$ cat src/rtl/uart_pkg.sv
// Shared UART definitions: receiver/transmitter state encodings and timing constants.
// Used by uart_rx_dfs and uart_tx_dfs so both sides agree on bit timing.
package uart_pkg;

   localparam int CNT_W                = 13;
   localparam int DEFAULT_CLKS_PER_BIT = 5208;

   localparam logic [2:0] IDLE      = 3'd0;
   localparam logic [2:0] START     = 3'd1;
   localparam logic [2:0] DATA      = 3'd2;
   localparam logic [2:0] STOP      = 3'd3;
   localparam logic [2:0] CLEANUP   = 3'd4;
   localparam logic [2:0] WAIT_HIGH = 3'd5;

   // Mid-bit offset in clocks for a given bit period.
   function automatic int half_bit(input int clks_per_bit);
      return (clks_per_bit - 1) / 2;
   endfunction

endpackage

$ cat src/rtl/sync_2ff.sv
// Two-flop synchroniser for a single asynchronous input; reset value is selectable
// so idle-high lines (e.g. UART RX) do not look like a falling edge out of reset.
module sync_2ff #(
   parameter logic RESET_VAL = 1'b0
) (
   input  logic clk_i,
   input  logic rst_i,
   input  logic d_i,
   output logic q_o
);

   logic meta_q;
   logic sync_q;

   always_ff @(posedge clk_i or posedge rst_i) begin
      if (rst_i) begin
         meta_q <= RESET_VAL;
         sync_q <= RESET_VAL;
      end else begin
         meta_q <= d_i;
         sync_q <= meta_q;
      end
   end

   assign q_o = sync_q;

endmodule

$ cat src/rtl/uart_rx_dfs.sv
// 8N1 UART receiver, LSB first: start bit qualified at mid-bit, data and stop sampled
// at mid-bit; reports good bytes, framing errors and break (all-zero frame, stop low).
module uart_rx_dfs
   import uart_pkg::*;
#(
   parameter int CLKS_PER_BIT = DEFAULT_CLKS_PER_BIT
) (
   input  logic       i_Clock,
   input  logic       i_Reset,
   input  logic       i_RX_Serial,
   output logic       o_RX_DV,
   output logic [7:0] o_RX_Byte,
   output logic       o_RX_Active,
   output logic       o_Frame_Err,
   output logic       o_Break
);

   localparam int              HALF_BIT = half_bit(CLKS_PER_BIT);
   localparam logic [CNT_W-1:0] HALF_CNT = CNT_W'(HALF_BIT);
   localparam logic [CNT_W-1:0] LAST_CNT = CNT_W'(CLKS_PER_BIT - 1);

   logic             rx_sync;

   logic [2:0]       state_q,  state_d;
   logic [CNT_W-1:0] cnt_q,    cnt_d;
   logic [2:0]       idx_q,    idx_d;
   logic [7:0]       shift_q,  shift_d;
   logic [7:0]       byte_q,   byte_d;
   logic             dv_q,     dv_d;
   logic             ferr_q,   ferr_d;
   logic             brk_q,    brk_d;
   logic             active_q, active_d;

   sync_2ff #(
      .RESET_VAL (1'b1)
   ) u_sync (
      .clk_i (i_Clock),
      .rst_i (i_Reset),
      .d_i   (i_RX_Serial),
      .q_o   (rx_sync)
   );

   always_comb begin
      state_d  = state_q;
      cnt_d    = cnt_q + CNT_W'(1);
      idx_d    = idx_q;
      shift_d  = shift_q;
      byte_d   = byte_q;
      dv_d     = 1'b0;
      ferr_d   = 1'b0;
      brk_d    = brk_q;
      active_d = active_q;

      case (state_q)
         IDLE: begin
            cnt_d = '0;
            idx_d = '0;
            if (!rx_sync) begin
               state_d  = START;
               active_d = 1'b1;
            end
         end

         // A line that is high again at mid start bit was only a glitch.
         START: begin
            if (cnt_q == HALF_CNT) begin
               cnt_d = '0;
               if (!rx_sync) begin
                  state_d = DATA;
               end else begin
                  state_d  = IDLE;
                  active_d = 1'b0;
               end
            end
         end

         DATA: begin
            if (cnt_q == LAST_CNT) begin
               cnt_d          = '0;
               shift_d[idx_q] = rx_sync;
               if (idx_q == 3'd7) begin
                  idx_d   = '0;
                  state_d = STOP;
               end else begin
                  idx_d = idx_q + 3'd1;
               end
            end
         end

         STOP: begin
            if (cnt_q == LAST_CNT) begin
               cnt_d = '0;
               if (rx_sync) begin
                  byte_d   = shift_q;
                  dv_d     = 1'b1;
                  active_d = 1'b0;
                  state_d  = CLEANUP;
               end else begin
                  // Stop low: keep the last good byte; all-zero frame means break.
                  ferr_d  = 1'b1;
                  brk_d   = (shift_q == 8'h00);
                  state_d = WAIT_HIGH;
               end
            end
         end

         CLEANUP: begin
            cnt_d   = '0;
            state_d = IDLE;
         end

         WAIT_HIGH: begin
            cnt_d = '0;
            if (rx_sync) begin
               brk_d    = 1'b0;
               active_d = 1'b0;
               state_d  = IDLE;
            end
         end

         default: begin
            cnt_d    = '0;
            idx_d    = '0;
            brk_d    = 1'b0;
            active_d = 1'b0;
            state_d  = IDLE;
         end
      endcase
   end

   always_ff @(posedge i_Clock or posedge i_Reset) begin
      if (i_Reset) begin
         state_q  <= IDLE;
         cnt_q    <= '0;
         idx_q    <= '0;
         shift_q  <= '0;
         byte_q   <= '0;
         dv_q     <= 1'b0;
         ferr_q   <= 1'b0;
         brk_q    <= 1'b0;
         active_q <= 1'b0;
      end else begin
         state_q  <= state_d;
         cnt_q    <= cnt_d;
         idx_q    <= idx_d;
         shift_q  <= shift_d;
         byte_q   <= byte_d;
         dv_q     <= dv_d;
         ferr_q   <= ferr_d;
         brk_q    <= brk_d;
         active_q <= active_d;
      end
   end

   assign o_RX_DV     = dv_q;
   assign o_RX_Byte   = byte_q;
   assign o_RX_Active = active_q;
   assign o_Frame_Err = ferr_q;
   assign o_Break     = brk_q;

endmodule

$ cat config.mk
export PLATFORM = sky130hd
export DESIGN_NAME = uart_rx_dfs
export DESIGN_NICKNAME = d
export VERILOG_FILES = /design/src/rtl/uart_pkg.sv /design/src/rtl/sync_2ff.sv /design/src/rtl/uart_rx_dfs.sv
export SDC_FILE = /design/constraint.sdc
export NUM_CORES = 1
export LEC_CHECK = 0
export CELL_PAD_IN_SITES_DETAIL_PLACEMENT = 1
export CELL_PAD_IN_SITES_GLOBAL_PLACEMENT = 1
export CORE_MARGIN = 3
export CORE_UTILIZATION = 39
export DETAILED_ROUTE_END_ITERATION = 10
export PLACE_DENSITY = 0.71
export SETUP_SLACK_MARGIN = 0.02
export SYNTH_ARGS = -nofsm -noshare
export SYNTH_HDL_FRONTEND = slang
export SYNTH_SLANG_ARGS = --single-unit
export TNS_END_PERCENT = 1
$ cat constraint.sdc
create_clock -name i_Clock -period 2.9 [get_ports i_Clock]
set_input_delay 0.58 -clock i_Clock [delete_from_list [all_inputs] [get_ports i_Clock]]
set_output_delay 0.58 -clock i_Clock [all_outputs]
set_load 0.02 [all_outputs]
==> insert_results.sql, run 1 <==
INSERT INTO impl_metrics (metric_group, metric, value, unit) VALUES
('outcome', 'outcome', 'finished clean', ''),
('final_layout', 'area.growth.synth_to_final', '15.3', '%'),
('final_layout', 'layout.cells.most_common', 'sky130_fd_sc_hd__dfrtp_1', ''),
('yosys', 'netlist_area', '2080', 'um^2'),
('sta', 'period_minus_slack', '2.35', 'ns'),
('clocking', 'htree_num_levels', '2', ''),
('route', 'drt_iter0_markers', '88', ''),
('sta', 'timing.slew.headroom', '59.8', '%'),
('worst_setup_path', 'critPathLaunchType', 'register', ''),
('place', 'routability_congestion_estimate_from_global_placement', '0.786', ''),
('sta', 'setup_viol_count_final', '0', ''),
('die', 'initial_core_util', '42.2', '%'),
('clocking', 'cts_num_sinks', '41', ''),
('global_route', 'first_pass_grt_wire_length', '7910', 'um'),
('clocking', 'cts.repair.resized', '0', ''),
('route', 'drc', '0', ''),
('clocking', 'cts_inserted_buffers', '5', ''),
('yosys', 'yosys_register_bits', '41', ''),
('yosys', 'ys.warnings.count', '0', ''),
('clocking', 'cts_tree', 'done', ''),
('run', 'maxCapViolations', '0', ''),
('power', 'design_power', '1.13', 'mW'),
('clocking', 'root_buffer', 'sky130_fd_sc_hd__clkbuf_8', ''),
('route', 'detail_route.first_pass.iterations', '5', ''),
('place', 'dp_worst_setup_slack', '0.516', 'ns'),
('worst_hold_path', 'min-delay-path-class', 'register to register', ''),
('place', 'place_hpwl', '3400', 'um'),
('die', 'boundaryPins', '15', ''),
('global_route', 'grtUsageTotal', '16.1', '%'),
('place', 'numPortBuffers', '14', ''),
('yosys', 'synth_sequential_area_ratio', '49.3', '%'),
('route', 'ant_nets', '0', ''),
('global_route', 'vias_in_the_first_global_route', '1678', ''),
('yosys', 'syn-mean-instance-area', '10.7', 'um^2'),
('sta', 'transition_time_of_the_tightest_slew_check_pin', '0.600', 'ns'),
('final_layout', 'antenna_fix_cells', '0', ''),
('yosys', 'synth.top_cells.by_area', 'sky130_fd_sc_hd__dfrtp_1, sky130_fd_sc_hd__mux2_2, sky130_fd_sc_hd__nor2_1', ''),
('die', 'die_y', '79.1', 'um'),
('clocking', 'insertion_delay_of_the_later_clocked_pin_in_the_worst_skew_pair', '0.29', 'ns'),
('clocking', 'cts_setup_buffers', '0', ''),
('die', 'design.die.area', '6260', 'um^2'),
('route', 'routed-via-count', '1512', ''),
('global_route', 'grt-ovfl-total', '0', ''),
('sta', 'report.final.hold_viol_count', '0', ''),
('yosys', 'synth_flop_cell', 'sky130_fd_sc_hd__dfrtp_1', ''),
('die', 'fp-row-count', '25', ''),
('die', 'fp.coreArea', '4940', 'um^2'),
('power', 'vdd.ir_drop.worst', '310', 'uV'),
('yosys', 'synthDistinctLibCells', '45', ''),
('yosys', 'asyncSetResetFlopFracSynth', '100', '%'),
('sta', 'fin_skew', '0.00889', 'ns'),
('worst_setup_path', 'worst-setup-path-type', 'register to register', ''),
('worst_setup_path', 'critPathCaptureType', 'register', ''),
('sta', 'setup_total_negative_slack', '0', 'ns'),
('worst_setup_path', 'critPathArrivalTime', '2.53', 'ns'),
('power', 'p_per_area', '471', 'nW/um^2'),
('place', 'place.detailed.instances', '269', ''),
('sta', 'grt_setup_unrepaired', 'false', ''),
('sta', 'max_slew_vio_count', '0', ''),
('global_route', 'grt_max_degree', '42', ''),
('final_layout', 'final_nets', '215', ''),
('yosys', 'synth_largest_type_area_fraction', '46.8', '%'),
('worst_setup_path', 'critPathRequiredTime', '3.08', 'ns'),
('power', 'power.leakage', '1.03', 'nW'),
('yosys', 'synthCells', '195', ''),
('die', 'die_width', '79.1', 'um'),
('global_route', 'initial_antenna_violation_count', '0', ''),
('clocking', 'holdBufCountCts', '0', ''),
('sta', 'final.setup.worst_slack', '0.551', 'ns'),
('yosys', 'synth_enable_flop_cells', '0', ''),
('route', 'detail_route.vias_per_cell', '5.46', ''),
('route', 'routed_wire_length_per_instance', '16.4', 'um'),
('final_layout', 'layout-drive-gt1-share', '15.7', '%'),
('final_layout', 'layout.cells.non_filler', '277', ''),
('sta', 'fmaxAchievable', '426', 'MHz'),
('route', 'routed_wire_length', '4550', 'um'),
('yosys', 'synth_fp_nets', '201', ''),
('sta', 'fin_crit_sh', '81.0', '%'),
('final_layout', 'layout.cells.most_common_list', 'sky130_fd_sc_hd__dfrtp_1, sky130_fd_sc_hd__nor2_1, sky130_fd_sc_hd__mux2_2', ''),
('worst_setup_path', 'crit_fanout', '10', ''),
('clocking', 'clockBufferDepth', '2', ''),
('clocking', 'clk_transition_reported_paths', '0.08', 'ns'),
('yosys', 'yosys.area.top_type', 'sky130_fd_sc_hd__dfrtp_1', '');
==> cells by family (layout without fill, tap and decap cells) <==
group | after synthesis | in the layout | synth area share [%]
adders and majority gates | 3 | 3 | 1.80
buffers and inverters | 14 | 29 | 3.48
xor gates and xnor gates | 12 | 12 | 5.04
and+or+nand+nor | 85 | 85 | 22.7
DFF | 41 | 41 | 49.3
muxes | 18 | 18 | 9.60
AOI/OAI and AO/OA | 22 | 22 | 7.98
==> area by class of cell <==
class | instances | area [um^2]
fillers | 572 | 2540
flip-flops and latches | 41 | 1030
multi-input cells | 140 | 983
repair buffers | 16 | 155
well taps | 67 | 83.8
clock buffers | 5 | 68.8
clock inverters | 3 | 65.1
inverters | 5 | 18.8
==> worst max-delay path, stage by stage, from the launching register on <==
cell                      delay, ns
sky130_fd_sc_hd__dfrtp_1       0.42
sky130_fd_sc_hd__ha_1          0.30
sky130_fd_sc_hd__and2_1        0.19
sky130_fd_sc_hd__nand4_1       0.34
sky130_fd_sc_hd__nor3_2        0.59
sky130_fd_sc_hd__mux2_2        0.40
==> registers in the layout, indices dropped and copies added, names as in the netlist, 3 cells and up <==
name / count
cnt_q: 13
idx_q: 3
o_RX_Byte: 8
shift_q: 8
state_q: 3
==> cells in the mapped netlist (3+ instances only) <==
cell type and number:
sky130_fd_sc_hd__dfrtp_1 39, sky130_fd_sc_hd__nor2_1 20, sky130_fd_sc_hd__mux2_2 16, sky130_fd_sc_hd__nand2_1 12, sky130_fd_sc_hd__nor3_1 12, sky130_fd_sc_hd__nand3_1 7, sky130_fd_sc_hd__nor2b_1 6, sky130_fd_sc_hd__xnor2_1 6
sky130_fd_sc_hd__xor2_1 6, sky130_fd_sc_hd__clkbuf_1 5, sky130_fd_sc_hd__inv_1 5, sky130_fd_sc_hd__nor4_1 5, sky130_fd_sc_hd__o21ai_0 5, sky130_fd_sc_hd__a21oi_1 4, sky130_fd_sc_hd__nand2b_1 4, sky130_fd_sc_hd__nand4_1 4
sky130_fd_sc_hd__ha_1 3
==> through the flow <==
step                      hold slack (ns)  utilization, %  area (um^2)
after CTS                           0.361            48.6         2400
after detailed placement            0.349            45.9         2270
final                               0.358            48.6         2400
after floorplan                     0.345               -         2080
after global placement              0.346            45.9         2270
after global routing                0.368            48.6         2400
==> per-layer routing <==
layer  vias up  GRT usage, %  wire [um]
met5         -             0          0
li1        719             -          -
met4         0          5.33         49
met2        21          28.2       2430
met3         6          4.20        113
met1       766          19.1       1950
==> worst paths after layout <==
kind | from | endpoint | slack (ns) | depth (start not counted)
min in group asynchronous | i_Reset | o_RX_Byte[4] | 0.73 | 3
min reg2reg | u_sync.meta_q | u_sync.q_o | 0.36 | 0
max | cnt_q[0] | o_RX_Byte[6] | 0.55 | 5
max in group asynchronous | i_Reset | u_sync.q_o | 1.80 | 3
max reg2reg | cnt_q[0] | o_RX_Byte[6] | 0.55 | 5
min | u_sync.meta_q | u_sync.q_o | 0.36 | 0
==> power breakdown <==
group	total [mW]	internal (mW)	switching (mW)
sequential	0.577	0.574	0.00299
clock	0.538	0.342	0.196
combinational	0.0185	0.00514	0.0134
total	1.13	0.921	0.212
(Power assumes the default switching activity.)
==> run 2, diff against run 1 <==
clock period = 2.3 ns   (was 2.9 ns; I/O delays follow)
==> run 2 against run 1 <==
Against the previous run: design area increased by 0.94%; total power rose by 26%; hold slack better by 0.0038 ns; sequential share of layout area fell by 0.40 points; first-iteration DRC count decreased by 51%; combinational power rose by 22%; clock skew shrank 0.0018 ns; largest cell class unchanged; largest power group unchanged.
==> insert_results.sql, run 2 (synthesis gave the netlist of run 1 again) <==
INSERT INTO impl_metrics (metric_group, metric, value, unit) VALUES
('worst_setup_path', 'critPathArrivalTime', '2.19', 'ns'),
('sta', 'fin_crit_sh', '87.4', '%'),
('die', 'design.die.area', '6260', 'um^2'),
('worst_hold_path', 'worst_hold_path.num_cells', '0', ''),
('global_route', 'grt_max_degree', '42', ''),
('worst_setup_path', 'count_of_cell_instances_traversed_by_the_critical_path', '7', ''),
('clocking', 'cts_inserted_buffers', '5', ''),
('place', 'place.detailed.instances', '272', ''),
('place', 'numPortBuffers', '14', ''),
('sta', 'setup_total_negative_slack', '0', 'ns'),
('sta', 'transition_time_of_the_tightest_slew_check_pin', '0.493', 'ns'),
('final_layout', 'layout-drive-gt1-share', '16.9', '%'),
('worst_hold_path', 'min-delay-path-class', 'register to register', ''),
('global_route', 'vias_in_the_first_global_route', '1645', ''),
('power', 'design_power', '1.43', 'mW'),
('sta', 'period_minus_slack', '2.01', 'ns'),
('place', 'routability_congestion_estimate_from_global_placement', '0.794', ''),
('final_layout', 'largest_register_ffs', '13', ''),
('worst_setup_path', 'critPathLaunchType', 'register', ''),
('final_layout', 'fill_cells', '565', ''),
('worst_setup_path', 'critical_path.max_stage_delay', '0.42', 'ns'),
('worst_setup_path', 'critPathRequiredTime', '2.47', 'ns'),
('run', 'maxCapViolations', '0', ''),
('final_layout', 'layout.cells.most_common_list', 'sky130_fd_sc_hd__dfrtp_1, sky130_fd_sc_hd__nor2_1, sky130_fd_sc_hd__mux2_2', ''),
('die', 'die_y', '79.1', 'um'),
('worst_setup_path', 'timing.critical_path.max_delay_family', 'buffers and inverters', ''),
('global_route', 'first_pass_grt_wire_length', '8020', 'um'),
('global_route', 'grt-ovfl-total', '0', ''),
('die', 'boundaryPins', '15', ''),
('clocking', 'holdBufCountCts', '0', ''),
('die', 'fp-row-count', '25', ''),
('route', 'routed_wire_length', '4490', 'um'),
('worst_setup_path', 'crit_fanout', '21', ''),
('place', 'place_hpwl', '3350', 'um'),
('global_route', 'initial_antenna_violation_count', '0', ''),
('final_layout', 'area.growth.synth_to_final', '16.4', '%'),
('clocking', 'cts_num_sinks', '41', ''),
('clocking', 'clk_transition_reported_paths', '0.08', 'ns'),
('worst_setup_path', 'timing.critical_path.mode_cell', 'sky130_fd_sc_hd__buf_4', ''),
('final_layout', 'layout.cells.most_common', 'sky130_fd_sc_hd__dfrtp_1', ''),
('sta', 'report.final.hold_viol_count', '0', ''),
('route', 'routed-via-count', '1505', ''),
('die', 'die_width', '79.1', 'um'),
('final_layout', 'final_nets', '218', ''),
('die', 'initial_core_util', '42.2', '%'),
('global_route', 'grtUsageTotal', '16.2', '%'),
('sta', 'fin_skew', '0.00705', 'ns'),
('worst_setup_path', 'worst-setup-path-type', 'register to register', ''),
('sta', 'grt_setup_unrepaired', 'false', ''),
('route', 'drc', '0', ''),
('sta', 'timing.slew.headroom', '67.1', '%'),
('sta', 'final.setup.worst_slack', '0.289', 'ns'),
('worst_setup_path', 'critPathCaptureType', 'register', ''),
('clocking', 'cts.repair.resized', '0', ''),
('die', 'fp.coreArea', '4940', 'um^2'),
('final_layout', 'final_core_utilization', '49.1', '%'),
('clocking', 'htree_num_levels', '2', ''),
('worst_setup_path', 'critical_path_buf_inv_count', '2', ''),
('power', 'p_per_area', '588', 'nW/um^2'),
('final_layout', 'largest_register', 'cnt_q', ''),
('clocking', 'insertion_delay_of_the_later_clocked_pin_in_the_worst_skew_pair', '0.29', 'ns'),
('route', 'ant_nets', '0', ''),
('sta', 'max_slew_vio_count', '0', ''),
('outcome', 'outcome', 'finished clean', ''),
('place', 'dp_worst_setup_slack', '0.295', 'ns'),
('sta', 'setup_viol_count_final', '0', ''),
('power', 'vdd.ir_drop.worst', '269', 'uV'),
('power', 'power.leakage', '1.04', 'nW'),
('final_layout', 'multiInputGateArea', '983', 'um^2'),
('route', 'drt_iter0_markers', '43', ''),
('route', 'routed_wire_length_per_instance', '16.0', 'um'),
('clocking', 'root_buffer', 'sky130_fd_sc_hd__clkbuf_8', ''),
('worst_setup_path', 'reg2regPathDepth', '7', ''),
('worst_setup_path', 'critical-path-slowest-cell', 'sky130_fd_sc_hd__dfrtp_1', ''),
('route', 'detail_route.vias_per_cell', '5.38', ''),
('final_layout', 'sequential_cell_area', '1030', 'um^2'),
('final_layout', 'antenna_fix_cells', '0', ''),
('clocking', 'clockBufferDepth', '2', ''),
('route', 'detail_route.first_pass.iterations', '5', ''),
('sta', 'fmaxAchievable', '497', 'MHz'),
('worst_setup_path', 'worstPathCellList', 'ha_1 > and2_1 > nand4_1 > buf_4 > nor3_2 > buf_4 > mux2_2', ''),
('clocking', 'cts_tree', 'done', ''),
('final_layout', 'layout.cells.non_filler', '280', ''),
('clocking', 'cts_setup_buffers', '0', '');
run 2: cell types whose count changed in the layout (fill, tap and decap cells not counted), sizes merged:
cell	change
buf	+3
run 2: worst reg2reg max path, stage by stage (launching register included):
cell,delay (ns)
sky130_fd_sc_hd__dfrtp_1,0.42
sky130_fd_sc_hd__ha_1,0.30
sky130_fd_sc_hd__and2_1,0.20
sky130_fd_sc_hd__nand4_1,0.08
sky130_fd_sc_hd__buf_4,0.23
sky130_fd_sc_hd__nor3_2,0.13
sky130_fd_sc_hd__buf_4,0.19
sky130_fd_sc_hd__mux2_2,0.35
run 2: final timing paths:
path	from	endpoint	slack, ns
hold / removal	u_sync.meta_q	u_sync.q_o	0.36
setup / recovery	cnt_q[0]	o_RX_Byte[0]	0.29
setup reg to reg	cnt_q[0]	o_RX_Byte[0]	0.29
hold reg to reg	u_sync.meta_q	u_sync.q_o	0.36
max in group asynchronous	i_Reset	u_sync.q_o	1.32
min in group asynchronous	i_Reset	shift_q[4]	0.60
run 2: layout make-up:
class | instances | share of cell area (%)
Multi-Input combinational cell | 140 | 40.5
Inverter | 5 | 0.774
Sequential cell | 41 | 42.4
Clock inverter | 3 | 2.68
Timing Repair Buffer | 19 | 7.32
Tap cell | 67 | 3.46
Clock buffer | 5 | 2.84
run 2: stage by stage:
step / instance area, um^2 / hold slack [ns]
global route: 2430 / 0.366
global placement: 2290 / 0.346
floorplan: 2080 / 0.345
detailed placement: 2290 / 0.353
CTS: 2430 / 0.364
finish: 2430 / 0.362
run 2: per-layer routing:
metal | vias to the layer above | wire [um] | track usage, %
met1 | 756 | 1960 | 20.1
met4 | 0 | 56 | 5.15
li1 | 721 | - | -
met2 | 21 | 2360 | 28.1
met5 | - | 0 | 0
met3 | 7 | 112 | 3.51
run 2: power breakdown:
part           switching, mW  total [mW]  leakage, nW  internal (mW)
Sequential           0.00387       0.727        0.546          0.724
Clock                  0.245       0.676       0.0681          0.431
Combinational         0.0160      0.0225        0.431        0.00647
==> run 3, diff against run 2 <==
HOLD_SLACK_MARGIN = 0.08   (was unset)
PLACE_DENSITY = 0.74   (was 0.71)
clock period = 1.7 ns   (was 2.3 ns; I/O delays follow)
==> run 3 against run 2 <==
Against the previous run: the flow now finishes with violations (negative setup slack); die area unchanged; sequential power up 35%; combinational power rose by 80%; highest routed layer unchanged; register-to-register slack got worse by 0.31 ns; critical path depth fell by 1.
==> insert_results.sql, run 3 (synthesis gave the netlist of run 1 again) <==
INSERT INTO impl_metrics (metric_group, metric, value, unit) VALUES
('global_route', 'grtUsageTotal', '18.1', '%'),
('route', 'detail_route.first_pass.iterations', '4', ''),
('route', 'routed_wire_length', '5160', 'um'),
('worst_setup_path', 'reg2regPathDepth', '6', ''),
('sta', 'fin_skew', '0.0152', 'ns'),
('worst_setup_path', 'timing.rr.end', 'state_q[0]', ''),
('worst_setup_path', 'worst-r2r-setup-slack', '-0.02', 'ns'),
('place', 'placement.cell_area', '2560', 'um^2'),
('route', 'detail_route.vias_per_cell', '5.33', ''),
('worst_hold_path', 'min-delay-path-class', 'register to register', ''),
('outcome', 'violations', 'negative setup slack', ''),
('die', 'boundaryPins', '15', ''),
('sta', 'timing.slew.headroom', '78.1', '%'),
('worst_setup_path', 'critPathCaptureType', 'register', ''),
('worst_setup_path', 'critical_path_buf_inv_count', '2', ''),
('worst_setup_path', 'setup.worst_path.end', 'state_q[0]', ''),
('die', 'fp-row-count', '25', ''),
('final_layout', 'sequential_cell_area', '1030', 'um^2'),
('worst_setup_path', 'critPathLaunchType', 'register', ''),
('final_layout', 'final_nets', '242', ''),
('route', 'drc', '0', ''),
('sta', 'final.setup.worst_slack', '-0.0222', 'ns'),
('global_route', 'grt-ovfl-total', '0', ''),
('clocking', 'clockBufferDepth', '2', ''),
('route', 'drt_iter0_markers', '86', ''),
('route', 'ant_nets', '0', ''),
('clocking', 'clk_transition_reported_paths', '0.08', 'ns'),
('die', 'initial_core_util', '42.2', '%'),
('sta', 'max_slew_vio_count', '0', ''),
('clocking', 'cts_tree', 'done', ''),
('sta', 'fin_crit_sh', '101', '%'),
('run', 'maxCapViolations', '0', ''),
('global_route', 'grt_max_degree', '42', ''),
('sta', 'grt_setup_unrepaired', 'true', ''),
('place', 'place_hpwl', '3810', 'um'),
('sta', 'period_minus_slack', '1.72', 'ns'),
('route', 'routed-via-count', '1620', ''),
('die', 'die_width', '79.1', 'um'),
('global_route', 'vias_in_the_first_global_route', '1856', ''),
('place', 'routability_congestion_estimate_from_global_placement', '0.860', ''),
('sta', 'setup_viol_count_final', '6', ''),
('worst_setup_path', 'critPathArrivalTime', '1.90', 'ns'),
('clocking', 'root_buffer', 'sky130_fd_sc_hd__clkbuf_8', ''),
('sta', 'report.final.hold_viol_count', '0', ''),
('final_layout', 'layout.cells.most_common', 'sky130_fd_sc_hd__dfrtp_1', ''),
('die', 'design.die.area', '6260', 'um^2'),
('final_layout', 'multiInputGateArea', '1050', 'um^2'),
('clocking', 'cts_num_sinks', '41', ''),
('global_route', 'initial_antenna_violation_count', '0', ''),
('final_layout', 'final_core_utilization', '55.2', '%'),
('power', 'p_per_area', '713', 'nW/um^2'),
('worst_setup_path', 'worstPathCellList', 'nor4b_2 > nand4_1 > buf_6 > buf_4 > a21o_1 > a211o_1', ''),
('final_layout', 'largest_register', 'cnt_q', ''),
('clocking', 'cts_setup_buffers', '0', ''),
('final_layout', 'largest_register_ffs', '13', ''),
('clocking', 'htree_num_levels', '2', ''),
('outcome', 'outcome', 'finished with violations', ''),
('worst_setup_path', 'r2r-start', 'cnt_q[3]', ''),
('sta', 'transition_time_of_the_tightest_slew_check_pin', '0.326', 'ns'),
('global_route', 'first_pass_grt_wire_length', '8870', 'um'),
('power', 'design_power', '1.95', 'mW'),
('place', 'numPortBuffers', '14', ''),
('worst_setup_path', 'worst-setup-path-type', 'register to register', ''),
('final_layout', 'area.growth.synth_to_final', '30.9', '%'),
('die', 'die_y', '79.1', 'um'),
('final_layout', 'finalInstanceArea', '2730', 'um^2'),
('clocking', 'cts_inserted_buffers', '5', ''),
('route', 'routed_wire_length_per_instance', '17.0', 'um'),
('die', 'fp.coreArea', '4940', 'um^2'),
('power', 'power.leakage', '1.22', 'nW'),
('worst_setup_path', 'critPathRequiredTime', '1.88', 'ns'),
('worst_setup_path', 'critical_path.max_stage_delay', '0.39', 'ns'),
('worst_setup_path', 'count_of_cell_instances_traversed_by_the_critical_path', '6', ''),
('final_layout', 'layout-drive-gt1-share', '27.4', '%'),
('clocking', 'insertion_delay_of_the_later_clocked_pin_in_the_worst_skew_pair', '0.29', 'ns'),
('worst_setup_path', 'critical_path_origin', 'cnt_q[3]', ''),
('worst_setup_path', 'crit_fanout', '12', ''),
('worst_setup_path', 'timing.critical_path.max_delay_family', 'compound AO/OA/AOI/OAI gates', ''),
('power', 'vdd.ir_drop.worst', '719', 'uV'),
('worst_setup_path', 'critical-path-slowest-cell', 'sky130_fd_sc_hd__dfrtp_1', ''),
('final_layout', 'layout.cells.most_common_list', 'sky130_fd_sc_hd__dfrtp_1, sky130_fd_sc_hd__buf_4, sky130_fd_sc_hd__nor2_1', ''),
('final_layout', 'fill_cells', '568', ''),
('sta', 'fmaxAchievable', '581', 'MHz'),
('final_layout', 'antenna_fix_cells', '0', '');
==> run 3: changes by cell type in the layout (fill, tap and decap cells not counted), moves of 2 or more <==
cell | previous run | this run
sky130_fd_sc_hd__nor4_1 | 5 | 3
sky130_fd_sc_hd__nor4_2 | 0 | 2
sky130_fd_sc_hd__mux2_2 | 16 | 8
sky130_fd_sc_hd__mux2_4 | 0 | 8
sky130_fd_sc_hd__buf_12 | 0 | 4
sky130_fd_sc_hd__buf_4 | 5 | 24
==> run 3: stage by stage <==
stage | setup WS (ns) | hold slack [ns] | TNS (ns) | cells
floorplan | -0.0633 | 0.344 | -0.789 | 195
global placement | -0.0200 | 0.346 | -0.0694 | 296
detailed placement | -0.0497 | 0.348 | -0.394 | 296
CTS | -0.0374 | 0.359 | -0.251 | 304
global route | -0.123 | 0.370 | -2.18 | 304
finish | -0.0222 | 0.361 | -0.0463 | 304
==> run 3: worst min-delay path by stage <==
stage | depth (start not counted) | end | slack [ns] | startpoint
2_1_floorplan | 0 | u_sync.meta_q | 0.34 | i_RX_Serial
3_3_place_gp | 0 | u_sync.q_o | 0.35 | u_sync.meta_q
3_5_place_dp | 0 | u_sync.q_o | 0.35 | u_sync.meta_q
4_1_cts | 0 | u_sync.q_o | 0.36 | u_sync.meta_q
5_1_grt | 0 | u_sync.q_o | 0.37 | u_sync.meta_q
6_report | 0 | u_sync.q_o | 0.36 | u_sync.meta_q
==> run 3: what timing repair did <==
item,in CTS,in global routing
endpoints found under the setup margin,27,34
gates cloned,0,0
hold buffers,0,0
resized for setup,2,10
pin swaps,1,2
==> run 3: report_power, final <==
group	leakage, nW	internal, mW	switching [mW]	total, mW
registers	0.546	0.979	0.00225	0.981
clock network	0.0681	0.584	0.340	0.924
logic	0.606	0.0136	0.0270	0.0406
total	1.22	1.58	0.369	1.95
==> run 3: layout make-up <==
cell class              instances  area share, %
multi-input cells             140           38.5
flip-flops and latches         41           37.7
repair buffers                 43           15.2
well taps                      67           3.07
clock buffers                   5           2.52
clock inverters                 3           2.38
inverters                       5          0.688
==> run 3: metal layers <==
layer  GRT usage [%]  vias up  share of wire, %
met2            33.3       25                55
li1                -      771                 -
met4            4.47        0               1.2
met1            21.0      817                40
met3            4.20        7               3.4
met5               0        -                 0
==> run 3: worst register-to-register path, delay by kind of cell (launching register included) <==
family / cells / cell delay, ns
AOI/OAI and AO/OA: 2 / 0.46
buffers and inverters: 2 / 0.34
DFF: 1 / 0.39
and+or+nand+nor: 2 / 0.42
